File: config.mk
export PLATFORM = sky130hd
export DESIGN_NAME = mem_bus_arbiter_flat
export DESIGN_NICKNAME = d
export VERILOG_FILES = /design/src/rtl/mem_bus_arbiter_if.sv /design/src/rtl/mem_bus_arbiter.sv /design/src/flat_wrapper.sv
export SDC_FILE = /design/constraint.sdc
export NUM_CORES = 1
export LEC_CHECK = 0
export BUFFER_PORTS_ARGS = -buffer_cell sky130_fd_sc_hd__buf_2
export CORE_AREA = 2 2 122 124
export DETAILED_ROUTE_END_ITERATION = 10
export DIE_AREA = 0 0 124 126
export GPL_TIMING_DRIVEN = 0
export PLACE_DENSITY = 0.5
export SLEW_MARGIN = 0
export SYNTH_ARGS = -nofsm -noshare
export SYNTH_HDL_FRONTEND = slang
export SYNTH_SLANG_ARGS = --single-unit
File: constraint.sdc
create_clock -name clk -period 1.5 [get_ports clk]
set_input_delay 0.15 -clock clk [delete_from_list [all_inputs] [get_ports clk]]
set_output_delay 0.15 -clock clk [all_outputs]
set_load 0.02 [all_outputs]
File: src/rtl/mem_bus_arbiter_if.sv
// rtl/mem_bus_arbiter_if.sv - ibus/dbus/memory signal bundle around the memory bus arbiter
interface mem_bus_arbiter_if;
    logic [31:0] ibus_address;
    logic [3:0]  ibus_byteenable;
    logic        ibus_read;
    logic        ibus_write;
    logic [31:0] ibus_wrdata;
    logic [31:0] ibus_rddata;
    logic        ibus_stall;

    logic [31:0] dbus_address;
    logic [3:0]  dbus_byteenable;
    logic        dbus_read;
    logic        dbus_write;
    logic [31:0] dbus_wrdata;
    logic [31:0] dbus_rddata;
    logic        dbus_stall;

    logic [31:0] mem_address;
    logic [3:0]  mem_byteenable;
    logic        mem_read;
    logic        mem_write;
    logic [31:0] mem_wrdata;
    logic [31:0] mem_rddata;
    logic        mem_waitrequest;

    // Arbiter side
    modport slave (
        input  ibus_address, ibus_byteenable, ibus_read, ibus_write, ibus_wrdata,
        output ibus_rddata, ibus_stall,
        input  dbus_address, dbus_byteenable, dbus_read, dbus_write, dbus_wrdata,
        output dbus_rddata, dbus_stall,
        output mem_address, mem_byteenable, mem_read, mem_write, mem_wrdata,
        input  mem_rddata, mem_waitrequest
    );

    // CPU masters plus memory controller
    modport master (
        output ibus_address, ibus_byteenable, ibus_read, ibus_write, ibus_wrdata,
        input  ibus_rddata, ibus_stall,
        output dbus_address, dbus_byteenable, dbus_read, dbus_write, dbus_wrdata,
        input  dbus_rddata, dbus_stall,
        input  mem_address, mem_byteenable, mem_read, mem_write, mem_wrdata,
        output mem_rddata, mem_waitrequest
    );
endinterface

File: src/rtl/mem_bus_arbiter.sv
// rtl/mem_bus_arbiter.sv - single-port memory bus arbiter, dbus priority with bounded ibus starvation
module mem_bus_arbiter #(
    parameter int MAX_DBUS_STREAK = 4
) (
    input  logic                clk,
    input  logic                rst_n,
    mem_bus_arbiter_if.slave    bus,
    output logic [1:0]          owner,
    output logic                protocol_err
);

    localparam logic [3:0] STREAK_MAX = 4'(MAX_DBUS_STREAK);

    typedef enum logic [1:0] {
        IDLE  = 2'b00,
        GNT_I = 2'b01,
        GNT_D = 2'b10
    } state_t;

    state_t     state;
    logic [3:0] streak;

    logic ibus_req;
    logic dbus_req;
    logic ibus_starved;

    assign ibus_req     = bus.ibus_read | bus.ibus_write;
    assign dbus_req     = bus.dbus_read | bus.dbus_write;
    assign ibus_starved = ibus_req && (streak == STREAK_MAX);

    logic [31:0] mem_address_c;
    logic [3:0]  mem_byteenable_c;
    logic        mem_read_c;
    logic        mem_write_c;
    logic [31:0] mem_wrdata_c;
    logic        ibus_stall_c;
    logic        dbus_stall_c;
    logic [31:0] ibus_rddata_c;
    logic [31:0] dbus_rddata_c;

    // Bus steering is combinational from the registered grant so the strobe
    // appears one cycle after the request and drops the instant reset or a
    // dropped request is seen.
    always_comb begin
        mem_address_c    = 32'h0;
        mem_byteenable_c = 4'h0;
        mem_read_c       = 1'b0;
        mem_write_c      = 1'b0;
        mem_wrdata_c     = 32'h0;
        ibus_stall_c     = ibus_req;
        dbus_stall_c     = dbus_req;
        ibus_rddata_c    = 32'h0;
        dbus_rddata_c    = 32'h0;
        case (state)
            GNT_I: begin
                mem_address_c    = bus.ibus_address;
                mem_byteenable_c = bus.ibus_byteenable;
                mem_wrdata_c     = bus.ibus_wrdata;
                if (ibus_req) begin
                    mem_write_c = bus.ibus_write;
                    mem_read_c  = bus.ibus_read & ~bus.ibus_write;
                    if (!bus.mem_waitrequest) begin
                        ibus_stall_c  = 1'b0;
                        ibus_rddata_c = bus.mem_rddata;
                    end
                end
            end
            GNT_D: begin
                mem_address_c    = bus.dbus_address;
                mem_byteenable_c = bus.dbus_byteenable;
                mem_wrdata_c     = bus.dbus_wrdata;
                if (dbus_req) begin
                    mem_write_c = bus.dbus_write;
                    mem_read_c  = bus.dbus_read & ~bus.dbus_write;
                    if (!bus.mem_waitrequest) begin
                        dbus_stall_c  = 1'b0;
                        dbus_rddata_c = bus.mem_rddata;
                    end
                end
            end
            default: begin
            end
        endcase
    end

    assign bus.mem_address    = mem_address_c;
    assign bus.mem_byteenable = mem_byteenable_c;
    assign bus.mem_read       = mem_read_c;
    assign bus.mem_write      = mem_write_c;
    assign bus.mem_wrdata     = mem_wrdata_c;
    assign bus.ibus_stall     = ibus_stall_c;
    assign bus.dbus_stall     = dbus_stall_c;
    assign bus.ibus_rddata    = ibus_rddata_c;
    assign bus.dbus_rddata    = dbus_rddata_c;

    always_ff @(posedge clk or negedge rst_n) begin
        if (!rst_n) begin
            state        <= IDLE;
            owner        <= 2'b00;
            streak       <= 4'd0;
            protocol_err <= 1'b0;
        end else begin
            case (state)
                IDLE: begin
                    if (dbus_req && !ibus_starved) begin
                        state <= GNT_D;
                        owner <= 2'b10;
                        // Only count dbus wins that actually kept ibus waiting
                        if (!ibus_req)
                            streak <= 4'd0;
                        else if (streak != STREAK_MAX)
                            streak <= streak + 4'd1;
                    end else if (ibus_req) begin
                        state  <= GNT_I;
                        owner  <= 2'b01;
                        streak <= 4'd0;
                    end
                end
                GNT_I: begin
                    if (!ibus_req) begin
                        protocol_err <= 1'b1;
                        state        <= IDLE;
                        owner        <= 2'b00;
                    end else if (!bus.mem_waitrequest) begin
                        state <= IDLE;
                        owner <= 2'b00;
                    end
                end
                GNT_D: begin
                    if (!dbus_req) begin
                        protocol_err <= 1'b1;
                        state        <= IDLE;
                        owner        <= 2'b00;
                    end else if (!bus.mem_waitrequest) begin
                        state <= IDLE;
                        owner <= 2'b00;
                    end
                end
                default: begin
                    state <= IDLE;
                    owner <= 2'b00;
                end
            endcase
        end
    end

endmodule
File: src/flat_wrapper.sv
// flat-port wrapper written by rule: the top's interface ports become plain ports
module mem_bus_arbiter_flat 
#(
    parameter int MAX_DBUS_STREAK = 4
)
  (clk, rst_n, owner, protocol_err, bus_ibus_address, bus_ibus_byteenable, bus_ibus_read, bus_ibus_write, bus_ibus_wrdata, bus_ibus_rddata, bus_ibus_stall, bus_dbus_address, bus_dbus_byteenable, bus_dbus_read, bus_dbus_write, bus_dbus_wrdata, bus_dbus_rddata, bus_dbus_stall, bus_mem_address, bus_mem_byteenable, bus_mem_read, bus_mem_write, bus_mem_wrdata, bus_mem_rddata, bus_mem_waitrequest);
  mem_bus_arbiter_if bus_i ();
  input  logic clk;
  input  logic rst_n;
  output logic [1:0] owner;
  output logic protocol_err;
  input wire logic [$bits(bus_i.ibus_address)-1:0] bus_ibus_address;
  input wire logic [$bits(bus_i.ibus_byteenable)-1:0] bus_ibus_byteenable;
  input wire logic [$bits(bus_i.ibus_read)-1:0] bus_ibus_read;
  input wire logic [$bits(bus_i.ibus_write)-1:0] bus_ibus_write;
  input wire logic [$bits(bus_i.ibus_wrdata)-1:0] bus_ibus_wrdata;
  output wire logic [$bits(bus_i.ibus_rddata)-1:0] bus_ibus_rddata;
  output wire logic [$bits(bus_i.ibus_stall)-1:0] bus_ibus_stall;
  input wire logic [$bits(bus_i.dbus_address)-1:0] bus_dbus_address;
  input wire logic [$bits(bus_i.dbus_byteenable)-1:0] bus_dbus_byteenable;
  input wire logic [$bits(bus_i.dbus_read)-1:0] bus_dbus_read;
  input wire logic [$bits(bus_i.dbus_write)-1:0] bus_dbus_write;
  input wire logic [$bits(bus_i.dbus_wrdata)-1:0] bus_dbus_wrdata;
  output wire logic [$bits(bus_i.dbus_rddata)-1:0] bus_dbus_rddata;
  output wire logic [$bits(bus_i.dbus_stall)-1:0] bus_dbus_stall;
  output wire logic [$bits(bus_i.mem_address)-1:0] bus_mem_address;
  output wire logic [$bits(bus_i.mem_byteenable)-1:0] bus_mem_byteenable;
  output wire logic [$bits(bus_i.mem_read)-1:0] bus_mem_read;
  output wire logic [$bits(bus_i.mem_write)-1:0] bus_mem_write;
  output wire logic [$bits(bus_i.mem_wrdata)-1:0] bus_mem_wrdata;
  input wire logic [$bits(bus_i.mem_rddata)-1:0] bus_mem_rddata;
  input wire logic [$bits(bus_i.mem_waitrequest)-1:0] bus_mem_waitrequest;
  assign bus_i.ibus_address = bus_ibus_address;
  assign bus_i.ibus_byteenable = bus_ibus_byteenable;
  assign bus_i.ibus_read = bus_ibus_read;
  assign bus_i.ibus_write = bus_ibus_write;
  assign bus_i.ibus_wrdata = bus_ibus_wrdata;
  assign bus_ibus_rddata = bus_i.ibus_rddata;
  assign bus_ibus_stall = bus_i.ibus_stall;
  assign bus_i.dbus_address = bus_dbus_address;
  assign bus_i.dbus_byteenable = bus_dbus_byteenable;
  assign bus_i.dbus_read = bus_dbus_read;
  assign bus_i.dbus_write = bus_dbus_write;
  assign bus_i.dbus_wrdata = bus_dbus_wrdata;
  assign bus_dbus_rddata = bus_i.dbus_rddata;
  assign bus_dbus_stall = bus_i.dbus_stall;
  assign bus_mem_address = bus_i.mem_address;
  assign bus_mem_byteenable = bus_i.mem_byteenable;
  assign bus_mem_read = bus_i.mem_read;
  assign bus_mem_write = bus_i.mem_write;
  assign bus_mem_wrdata = bus_i.mem_wrdata;
  assign bus_i.mem_rddata = bus_mem_rddata;
  assign bus_i.mem_waitrequest = bus_mem_waitrequest;
  mem_bus_arbiter #(.MAX_DBUS_STREAK(MAX_DBUS_STREAK)) u_core (.clk(clk), .rst_n(rst_n), .bus(bus_i), .owner(owner), .protocol_err(protocol_err));
endmodule
==> flow_summary_export.csv, run 1 <==
group,metric,value,unit
cts,clk_latency,230,ps
timing,fin_crit,1830,ps
floorplanning,dieArea,15600,µm²
floorplanning,start_util,14.6,%
global_routing,overflow,0,
final_layout,final_common_cell,"buf_2",
detailed_routing,drc,0,
cts,cts_tree,"built",
yosys,yosys.area.top_type,"a22oi_1",
timing,hold_viol,0,
flow_run,max_cap_violations,0,
yosys,syn_inst,330,
yosys,ys_ff_latch,9,
cts,htree_levels,1,
cts,clk_pin_slew,40,ps
place,hpwl,9140,µm
run_status,violations,"setup timing",
floorplanning,die_y,126,µm
floorplanning,die_x,124,µm
global_routing,antenna_found_initial,0,
detailed_routing,firstDrtPassIters,4,
timing,slew_headroom,66.3,%
worst_setup_path,ff2ff_path_depth,7,
timing,setup_tns,-37800,ps
floorplanning,core_area,14300,µm²
yosys,netlist_area,2080,µm²
power,p_leak,0.00274,µW
yosys,syn_nets,511,
worst_setup_path,start_kind,"flip-flop",
yosys,synth_area_leaders,"a22oi_1 (25%), nor2b_1 (22%), nor2_1 (12%)",
global_routing,grt_pass1_wl,19000,µm
global_routing,grt_start_max_net_pins,11,
timing,clock.fmax,0.546,GHz
detailed_routing,vias_per_cell,4.43,
timing,slew_violations,0,
detailed_routing,num_vias,3821,
yosys,synth_cell_types,26,
timing,setup_ws,-332,ps
hold_path,hp-class,"in2reg",
cts,clockBufferDepth,2,
worst_setup_path,crit_type,"reg2out",
final_layout,layout_common_cells,"buf_2 (191), buf_6 (116), a22oi_2 (69)",
place,routabilityCongestion,0.741,
yosys,synth_top_area_share,24.9,%
floorplanning,rows,44,
worst_setup_path,worstPathMaxFanout,10,
detailed_routing,wl_per_cell,16.3,µm
cts,cts_root_buf,"clkbuf_16",
detailed_routing,routed_wl,14100,µm
global_routing,grt_usage,15.4,%
timing,worstMarginPinSlew,503,ps
worst_setup_path,crit_arrival,1680,ps
yosys,synth.avg_cell_area,6.31,µm²
power,vdd_drop_max,0.000813,V
worst_setup_path,worstPathRequired,1350,ps
final_layout,area_delta_synth_final,208,%
detailed_routing,ant_nets,0,
power,p_per_area,1780,nW/µm²
hold_path,hold_depth,4,
cts,cts_buffers,3,
power,p_total,11400,µW
final_layout,nets,860,
cts,cts.sinks,9,
final_layout,fill_cells,1403,
place,place_ws,-515,ps
floorplanning,ioPinCount,314,
run_status,status,"complete, but fails checks",
timing,final-setup-viol-count,141,
yosys,synth_sequential_area_ratio,10.8,%
timing,rsz0062_at_grt,"true",
worst_setup_path,end_kind,"output port",
timing,period_share,122,%
final_layout,drive_gt1_share,87.5,%
final_layout,n_antenna_cell,0,
detailed_routing,drt_iter0_markers,103,
timing,clock_skew,1.08,ps
place,io_buffers,313,
yosys,ys.warnings.count,0,
global_routing,grt_pass1_vias,3574,
layer usage:
layer / track usage, % / up-vias / share of wire, %
met5: 0 / - / 0
met4: 0.661 / 0 / 0.26
met3: 2.13 / 4 / 6.5
met2: 29.2 / 153 / 54
met1: 19.1 / 1801 / 39
li1: - / 1863 / -
cell type report:
class / instances / area (µm²) / share of cell area, %
buffer: 33 / 507 / 7.90
inverter: 7 / 28.8 / 0.449
clock buffer: 4 / 78.8 / 1.23
sequential: 9 / 226 / 3.53
multi-input combinational: 282 / 2700 / 42.1
tap: 184 / 230 / 3.59
timing repair buffer: 343 / 2640 / 41.2
Yosys cell counts:
library cell / instances
buf_2: 9
a21boi_0: 1
nor2b_1: 72
o21ai_2: 2
mux2i_1: 1
inv_1: 7
and3b_1: 1
a32o_1: 1
a21oi_1: 2
nor3_2: 1
dfrtp_1: 9
ha_1: 6
nand3b_1: 3
nand2_1: 33
a31o_2: 1
buf_1: 5
a2111o_1: 4
nand2b_1: 1
o221ai_1: 2
nand3_1: 9
nor4_4: 1
a22o_1: 3
clkbuf_1: 20
nor2_1: 66
mux2_2: 1
a22oi_1: 69
flip-flops by register name, summed over array words and instances, names as in the netlist:
signal               flops
u_core.owner             2
u_core.streak            4
u_core.protocol_err      1
u_core.state             2
repair_timing:
action | 4_1_cts | 5_1_grt
gates cloned | 11 | 3
gates resized for setup | 355 | 156
pin swaps | 24 | 11
hold buffers | 1 | 0
hold endpoints to repair | 9 | 0
setup buffers | 15 | 3
endpoints found under the setup margin | 145 | 141
cell families after synthesis:
logic type | after synthesis | share of synthesized area (%)
mux | 2 | 1.02
buf+inv | 41 | 7.93
fa+ha+maj | 6 | 3.60
compound gates | 85 | 31.7
simple gates | 187 | 44.9
flops | 9 | 10.8
worst max-delay path, cell delays in order (launching register included):
cell and delay [ps]:
dfrtp_1 390, inv_2 120, ha_4 180, buf_12 150, o21ai_4 150, buf_8 200, nor2_2 100, buf_6 130
final timing paths:
check	start	to	slack, ps
min in group asynchronous	rst_n	u_core.streak[3]$_DFFE_PN0P_	310
min	bus_mem_waitrequest	u_core.owner[0]$_DFFE_PN0P_	300
max	u_core.state[1]$_DFFE_PN0P_	bus_ibus_rddata[11]	-330
max reg2reg	u_core.state[1]$_DFFE_PN0P_	u_core.owner[0]$_DFFE_PN0P_	-220
min reg2reg	u_core.protocol_err$_DFFE_PN0P_	u_core.protocol_err$_DFFE_PN0P_	470
max in group asynchronous	rst_n	u_core.state[0]$_DFFE_PN0P_	990
power breakdown:
part	total [µW]	switching [µW]	internal [µW]	leakage (µW)
combinational	10500	5000	5530	0.00259
clock	465	110	355	0.0000382
sequential	435	97.4	338	0.000111
total	11400	5200	6220	0.00274
stage by stage:
step | cells | utilization, % | hold WS, ps | instance area [µm²]
floorplan | 330 | - | -146 | 2350
CTS | 856 | 40.6 | 286 | 5810
finish | 862 | 44.8 | 304 | 6410
global placement | 827 | 29.0 | 15.3 | 4150
global route | 862 | 44.8 | 350 | 6410
detailed placement | 827 | 29.0 | 13.2 | 4150
No activity file was read; power rests on OpenSTA's default activity.
==> run 2, diff against run 1 <==
--- a/config.mk
+++ b/config.mk
@@ -10,7 +10,7 @@
 export DETAILED_ROUTE_END_ITERATION = 10
 export DIE_AREA = 0 0 124 126
 export GPL_TIMING_DRIVEN = 0
-export PLACE_DENSITY = 0.5
+export PLACE_DENSITY = 0.52
 export SLEW_MARGIN = 0
 export SYNTH_ARGS = -nofsm -noshare
 export SYNTH_HDL_FRONTEND = slang
==> flow_summary_export.csv, run 2 (synthesis results as in run 1) <==
group,metric,value,unit
detailed_routing,firstDrtPassIters,4,
power,p_per_area,1850,nW/µm²
final_layout,final_common_cell,"buf_2",
cts,clk_pin_slew,40,ps
timing,slew_violations,0,
global_routing,grt_start_max_net_pins,11,
timing,rsz0062_at_grt,"true",
detailed_routing,wl_per_cell,16.0,µm
hold_path,hp-class,"in2reg",
timing,hold_viol,0,
timing,worstMarginPinSlew,598,ps
worst_setup_path,critPathSlowestCell,"dfrtp_2",
worst_setup_path,worstPathMaxFanout,10,
run_status,violations,"setup timing",
global_routing,overflow,0,
power,vdd_drop_max,0.00108,V
detailed_routing,drt_iter0_markers,125,
cts,htree_levels,1,
detailed_routing,drc,0,
worst_setup_path,worstPathRequired,1350,ps
place,hpwl,9410,µm
floorplanning,core_area,14300,µm²
worst_setup_path,end_kind,"output port",
final_layout,multiInputGateArea,2490,µm²
worst_setup_path,max_stage_delay,450,ps
global_routing,antenna_found_initial,0,
detailed_routing,num_vias,3834,
place,place_ws,-557,ps
final_layout,stdcell_area,6000,µm²
final_layout,n_antenna_cell,0,
final_layout,regMostFlops,"u_core.streak",
final_layout,fill_cells,1423,
worst_setup_path,crit_chain,"inv_4, ha_4, buf_12, o21ai_4, buf_6, nor2_2, buf_6",
timing,fin_crit,1840,ps
cts,cts_buffers,3,
place,placed_cells,827,
final_layout,reg_top3,"u_core.streak: 4 flops, u_core.owner: 2 flops, u_core.state: 2 flops",
final_layout,layout_common_cells,"buf_2 (187), buf_6 (81), a22oi_2 (66)",
run_status,status,"complete, but fails checks",
floorplanning,die_y,126,µm
place,dpl-instance-area,4150,µm²
worst_setup_path,ff2ff_path_depth,7,
detailed_routing,ant_nets,0,
floorplanning,start_util,14.6,%
timing,clock.fmax,0.545,GHz
timing,clock_skew,0.837,ps
place,io_buffers,313,
global_routing,grt_pass1_vias,3515,
worst_setup_path,start_kind,"flip-flop",
power,p_leak,0.00264,µW
worst_setup_path,critPathLaunch,"u_core.state[0]$_DFFE_PN0P_",
timing,final-setup-viol-count,140,
floorplanning,rows,44,
global_routing,grt_pass1_wl,18900,µm
power,p_total,11100,µW
worst_setup_path,crit_arrival,1690,ps
final_layout,nets,851,
worst_setup_path,r2r-end,"u_core.owner[0]$_DFFE_PN0P_",
worst_setup_path,reg2reg_slack,-150,ps
final_layout,final_cells,853,
timing,setup_ws,-336,ps
flow_run,max_cap_violations,0,
worst_setup_path,regToRegStartpoint,"u_core.state[0]$_DFFE_PN0P_",
final_layout,largest_reg_flops,4,
cts,clk_latency,230,ps
final_layout,drive_gt1_share,84.8,%
cts,cts_root_buf,"clkbuf_16",
detailed_routing,routed_wl,13700,µm
floorplanning,die_x,124,µm
worst_setup_path,crit_top_cell,"buf_6",
final_layout,seqCellArea,226,µm²
worst_setup_path,crit_type,"reg2out",
detailed_routing,vias_per_cell,4.49,
timing,slew_headroom,60.1,%
cts,cts_tree,"built",
place,routabilityCongestion,0.808,
floorplanning,dieArea,15600,µm²
global_routing,grt_usage,15.2,%
timing,period_share,122,%
cts,clockBufferDepth,2,
worst_setup_path,crit_path_end,"bus_dbus_rddata[18]",
cts,cts.sinks,9,
floorplanning,ioPinCount,314,
final_layout,area_delta_synth_final,188,%
timing,whs,284,ps
run 2: cell type report:
class,count,share of cell area [%]
plain buffers,33,9.04
clock buffers,4,1.31
inverters,7,0.480
multi-input cells,282,41.5
flip-flops and latches,9,3.78
well taps,184,3.84
repair buffers,334,40.0
run 2: worst min path at each step:
stage                         from                            to  slack, ps  depth (start not counted)
2_1_floorplan                rst_n   u_core.owner[0]$_DFFE_PN0P_       -150                          0
3_3_place_gp                 rst_n  u_core.streak[3]$_DFFE_PN0P_         10                          1
3_5_place_dp                 rst_n  u_core.streak[3]$_DFFE_PN0P_         20                          1
4_1_cts        bus_mem_waitrequest   u_core.owner[0]$_DFFE_PN0P_        290                          4
5_1_grt                      rst_n  u_core.streak[1]$_DFFE_PN0P_        330                          2
6_report       bus_mem_waitrequest   u_core.owner[0]$_DFFE_PN0P_        280                          4
run 2: worst max-delay path: cells and delay by family (launching register included):
kind	cells	cell delay (ps)
compound gates	1	110
fa+ha+maj	1	170
buf+inv	4	560
flops	1	450
simple gates	1	150
run 2: metal layers:
layer	global-route usage [%]	vias up	routed length [µm]
met5	0	-	0
met4	1.06	0	73
met3	1.63	6	807
met2	27.8	161	7250
met1	20.0	1827	5530
li1	-	1840	-
run 2: power breakdown:
group          total [µW]  switching (µW)  internal, µW
Sequential            447             109           338
Clock                 466             111           355
Combinational       10200            4830          5350
run 2: timing repair:
action | in CTS | in global routing
setup buffers | 9 | 2
pin swaps | 20 | 27
hold endpoints to repair | 9 | 0
hold buffers | 1 | 0
gates cloned | 9 | 2
endpoints found under the setup margin | 145 | 141
gates resized for setup | 313 | 115
run 2: per-stage QoR:
stage,TNS [ps],util [%]
global route,-45260,41.9
finish,-35300,41.9
CTS,-37860,38.6
global placement,-55030,29.0
detailed placement,-56540,29.0
floorplan,-3450,-
==> run 3, diff against run 2 <==
--- a/config.mk
+++ b/config.mk
@@ -5,12 +5,13 @@
 export SDC_FILE = /design/constraint.sdc
 export NUM_CORES = 1
 export LEC_CHECK = 0
+export ABC_AREA = 1
 export BUFFER_PORTS_ARGS = -buffer_cell sky130_fd_sc_hd__buf_2
-export CORE_AREA = 2 2 122 124
+export CORE_AREA = 2 2 121 123
 export DETAILED_ROUTE_END_ITERATION = 10
-export DIE_AREA = 0 0 124 126
+export DIE_AREA = 0 0 123 125
 export GPL_TIMING_DRIVEN = 0
-export PLACE_DENSITY = 0.52
+export PLACE_DENSITY = 0.51
 export SLEW_MARGIN = 0
 export SYNTH_ARGS = -nofsm -noshare
 export SYNTH_HDL_FRONTEND = slang
==> flow_summary_export.csv, run 3 <==
group,metric,value,unit
run_status,status,"complete, but fails checks",
run_status,violations,"setup timing",
timing,clock_skew,1.38,ps
floorplanning,start_util,13.9,%
worst_setup_path,regToRegStartpoint,"u_core.state[0]$_DFFE_PN0P_",
cts,clk_latency,230,ps
floorplanning,die_x,123,µm
timing,hold_viol,0,
yosys,synth_area_leaders,"nand2_1 (36%), a21oi_1 (18%), nor2_1 (13%)",
worst_setup_path,crit_arrival,1670,ps
floorplanning,core_area,14200,µm²
global_routing,overflow,0,
floorplanning,ioPinCount,314,
yosys,synth_top_family_by_area,"simple AND/OR/NAND/NOR gates",
yosys,syn_inst,415,
timing,setup_tns,-30560,ps
final_layout,final_common_cell,"buf_2",
power,p_leak,0.00277,µW
worst_setup_path,r2r-end,"u_core.state[0]$_DFFE_PN0P_",
timing,slew_violations,0,
detailed_routing,drc,0,
yosys,synth-edff-count,0,
yosys,synthSimpleGateAreaFrac,53.0,%
cts,cts_buffers,3,
final_layout,reg_top3,"u_core.streak: 4 flops, u_core.owner: 2 flops, u_core.state: 2 flops",
yosys,synth_commonest_cells,"nand2_1 (192), a21oi_1 (72), nor2_1 (69)",
timing,slew_headroom,60.7,%
power,vdd_drop_max,0.000654,V
global_routing,grt_usage,15.3,%
detailed_routing,wl_per_cell,15.0,µm
cts,clockBufferDepth,2,
worst_setup_path,crit_type,"reg2out",
global_routing,antenna_found_initial,0,
yosys,yosys.area_share.adder,3.79,%
cts,htree_levels,1,
cts,cts_tree,"built",
final_layout,largest_reg_flops,4,
worst_setup_path,worstPathMaxFanout,10,
hold_path,hp-class,"in2async",
detailed_routing,firstDrtPassIters,4,
detailed_routing,ant_nets,0,
timing,period_share,121,%
yosys,synth_top_area_share,36.4,%
flow_run,max_cap_violations,0,
yosys,ys_ff_latch,9,
global_routing,grt_pass1_vias,3687,
yosys,synth_xor_xnor_area_share,0,%
place,dpl-instance-area,3780,µm²
yosys,yosysMostFrequentCell,"nand2_1",
yosys,yosys.area.top_type,"nand2_1",
yosys,synth_compound_area_share,21.2,%
floorplanning,rows,44,
cts,clk_pin_slew,40,ps
detailed_routing,routed_wl,14200,µm
worst_setup_path,reg2reg_slack,-30,ps
final_layout,layout_common_cells,"buf_2 (183), nand2_1 (159), buf_6 (84)",
global_routing,grt_pass1_wl,18800,µm
worst_setup_path,ff2ff_path_depth,10,
worst_setup_path,worstPathRequired,1350,ps
floorplanning,dieArea,15400,µm²
cts,cts_root_buf,"clkbuf_16",
yosys,synth-main-ff-cell,"dfrtp_1",
timing,whs,291,ps
timing,worstMarginPinSlew,590,ps
power,p_total,9710,µW
final_layout,nets,943,
final_layout,area_delta_synth_final,193,%
detailed_routing,drt_iter0_markers,99,
power,p_per_area,1670,nW/µm²
yosys,synthMuxAreaShare,0,%
yosys,syn_nets,596,
cts,cts.sinks,9,
timing,final-setup-viol-count,140,
floorplanning,die_y,125,µm
place,routabilityCongestion,0.834,
yosys,netlist_area,1980,µm²
yosys,synth_cell_types,19,
timing,clock.fmax,0.550,GHz
timing,fin_crit,1820,ps
worst_setup_path,end_kind,"output port",
place,hpwl,9480,µm
final_layout,fin_util,40.8,%
yosys,ys.warnings.count,0,
final_layout,n_antenna_cell,0,
yosys,synth.avg_cell_area,4.77,µm²
detailed_routing,vias_per_cell,4.30,
timing,rsz0062_at_grt,"true",
final_layout,stdcell_area,5800,µm²
yosys,synth_sequential_area_ratio,11.4,%
detailed_routing,num_vias,4068,
place,io_buffers,313,
final_layout,regMostFlops,"u_core.streak",
worst_setup_path,start_kind,"flip-flop",
timing,setup_ws,-318,ps
final_layout,drive_gt1_share,68.2,%
yosys,async_reset_ff_share,100,%
global_routing,grt_start_max_net_pins,11,
run 3: cell types whose count changed after synthesis, moves of 5 or more:
| cell | before | now |
|---|---|---|
| a21oi_1 | 2 | 72 |
| a22oi_1 | 69 | 0 |
| buf_1 | 5 | 0 |
| buf_2 | 9 | 24 |
| clkbuf_1 | 20 | 8 |
| inv_1 | 7 | 14 |
| nand2_1 | 33 | 192 |
| nor2b_1 | 72 | 0 |
run 3: routing by layer:
metal	part of all wire (%)	global-route usage, %	vias up	wire length (µm)
met5	0	0	-	0
met4	1.6	2.74	0	223
met3	6.1	1.78	22	869
met2	52	28.5	173	7400
met1	40	18.6	1869	5690
li1	-	-	2004	-
run 3: how the worst max path moves through the flow:
stage | from | to | slack (ps) | depth (start not counted)
CTS | u_core.state[0]$_DFFE_PN0P_ | bus_ibus_rddata[4] | -260 | 7
floorplan | u_core.state[1]$_DFFE_PN0P_ | bus_mem_address[18] | 1 | 6
detailed placement | u_core.state[0]$_DFFE_PN0P_ | bus_mem_address[19] | -430 | 6
finish | u_core.state[0]$_DFFE_PN0P_ | bus_dbus_rddata[12] | -320 | 7
global route | u_core.state[0]$_DFFE_PN0P_ | bus_dbus_rddata[16] | -360 | 7
global placement | u_core.state[0]$_DFFE_PN0P_ | bus_mem_address[16] | -420 | 6
run 3: area by class of cell:
cell class,instances,area (µm²)
buffer,32,473
clock buffer,4,78.8
fill,1468,8400
inverter,16,67.6
multi-input combinational,359,2170
sequential,9,225
tap,184,230
timing repair buffer,341,2560
run 3: repair_timing:
action                                 CTS  global route
hold buffers                             1             0
gates cloned                            13             5
setup endpoints to repair              140           140
pin swaps                               11            27
resized for setup                      282           209
buffers inserted                         5             5
endpoints found under the hold margin    9             0
run 3: through the flow:
stage,worst slack [ps],instances
finish,-318,945
floorplan,1.17,415
detailed placement,-433,912
global placement,-425,912
CTS,-263,935
global route,-355,945
run 3: logic make-up (layout without fill, tap and decap cells):
logic type	after synthesis	count (layout)
adder cells (fa/ha/maj)	6	6
flip-flops	9	9
AND/OR/NAND/NOR	273	273
buffers and inverters	48	393
AO/OA/AOI/OAI	79	80
run 3: worst max-delay path: stages, from the launching register on:
cell	delay, ps
dfrtp_1	410
inv_2	120
ha_4	170
buf_8	150
nand2_8	100
buf_8	180
nor2_1	130
buf_4	160
run 3: power breakdown:
| group | leakage (µW) | internal, µW | switching [µW] |
|---|---|---|---|
| Sequential | 0.000113 | 325 | 63.6 |
| Clock | 0.0000382 | 355 | 116 |
| Combinational | 0.00261 | 4040 | 4810 |
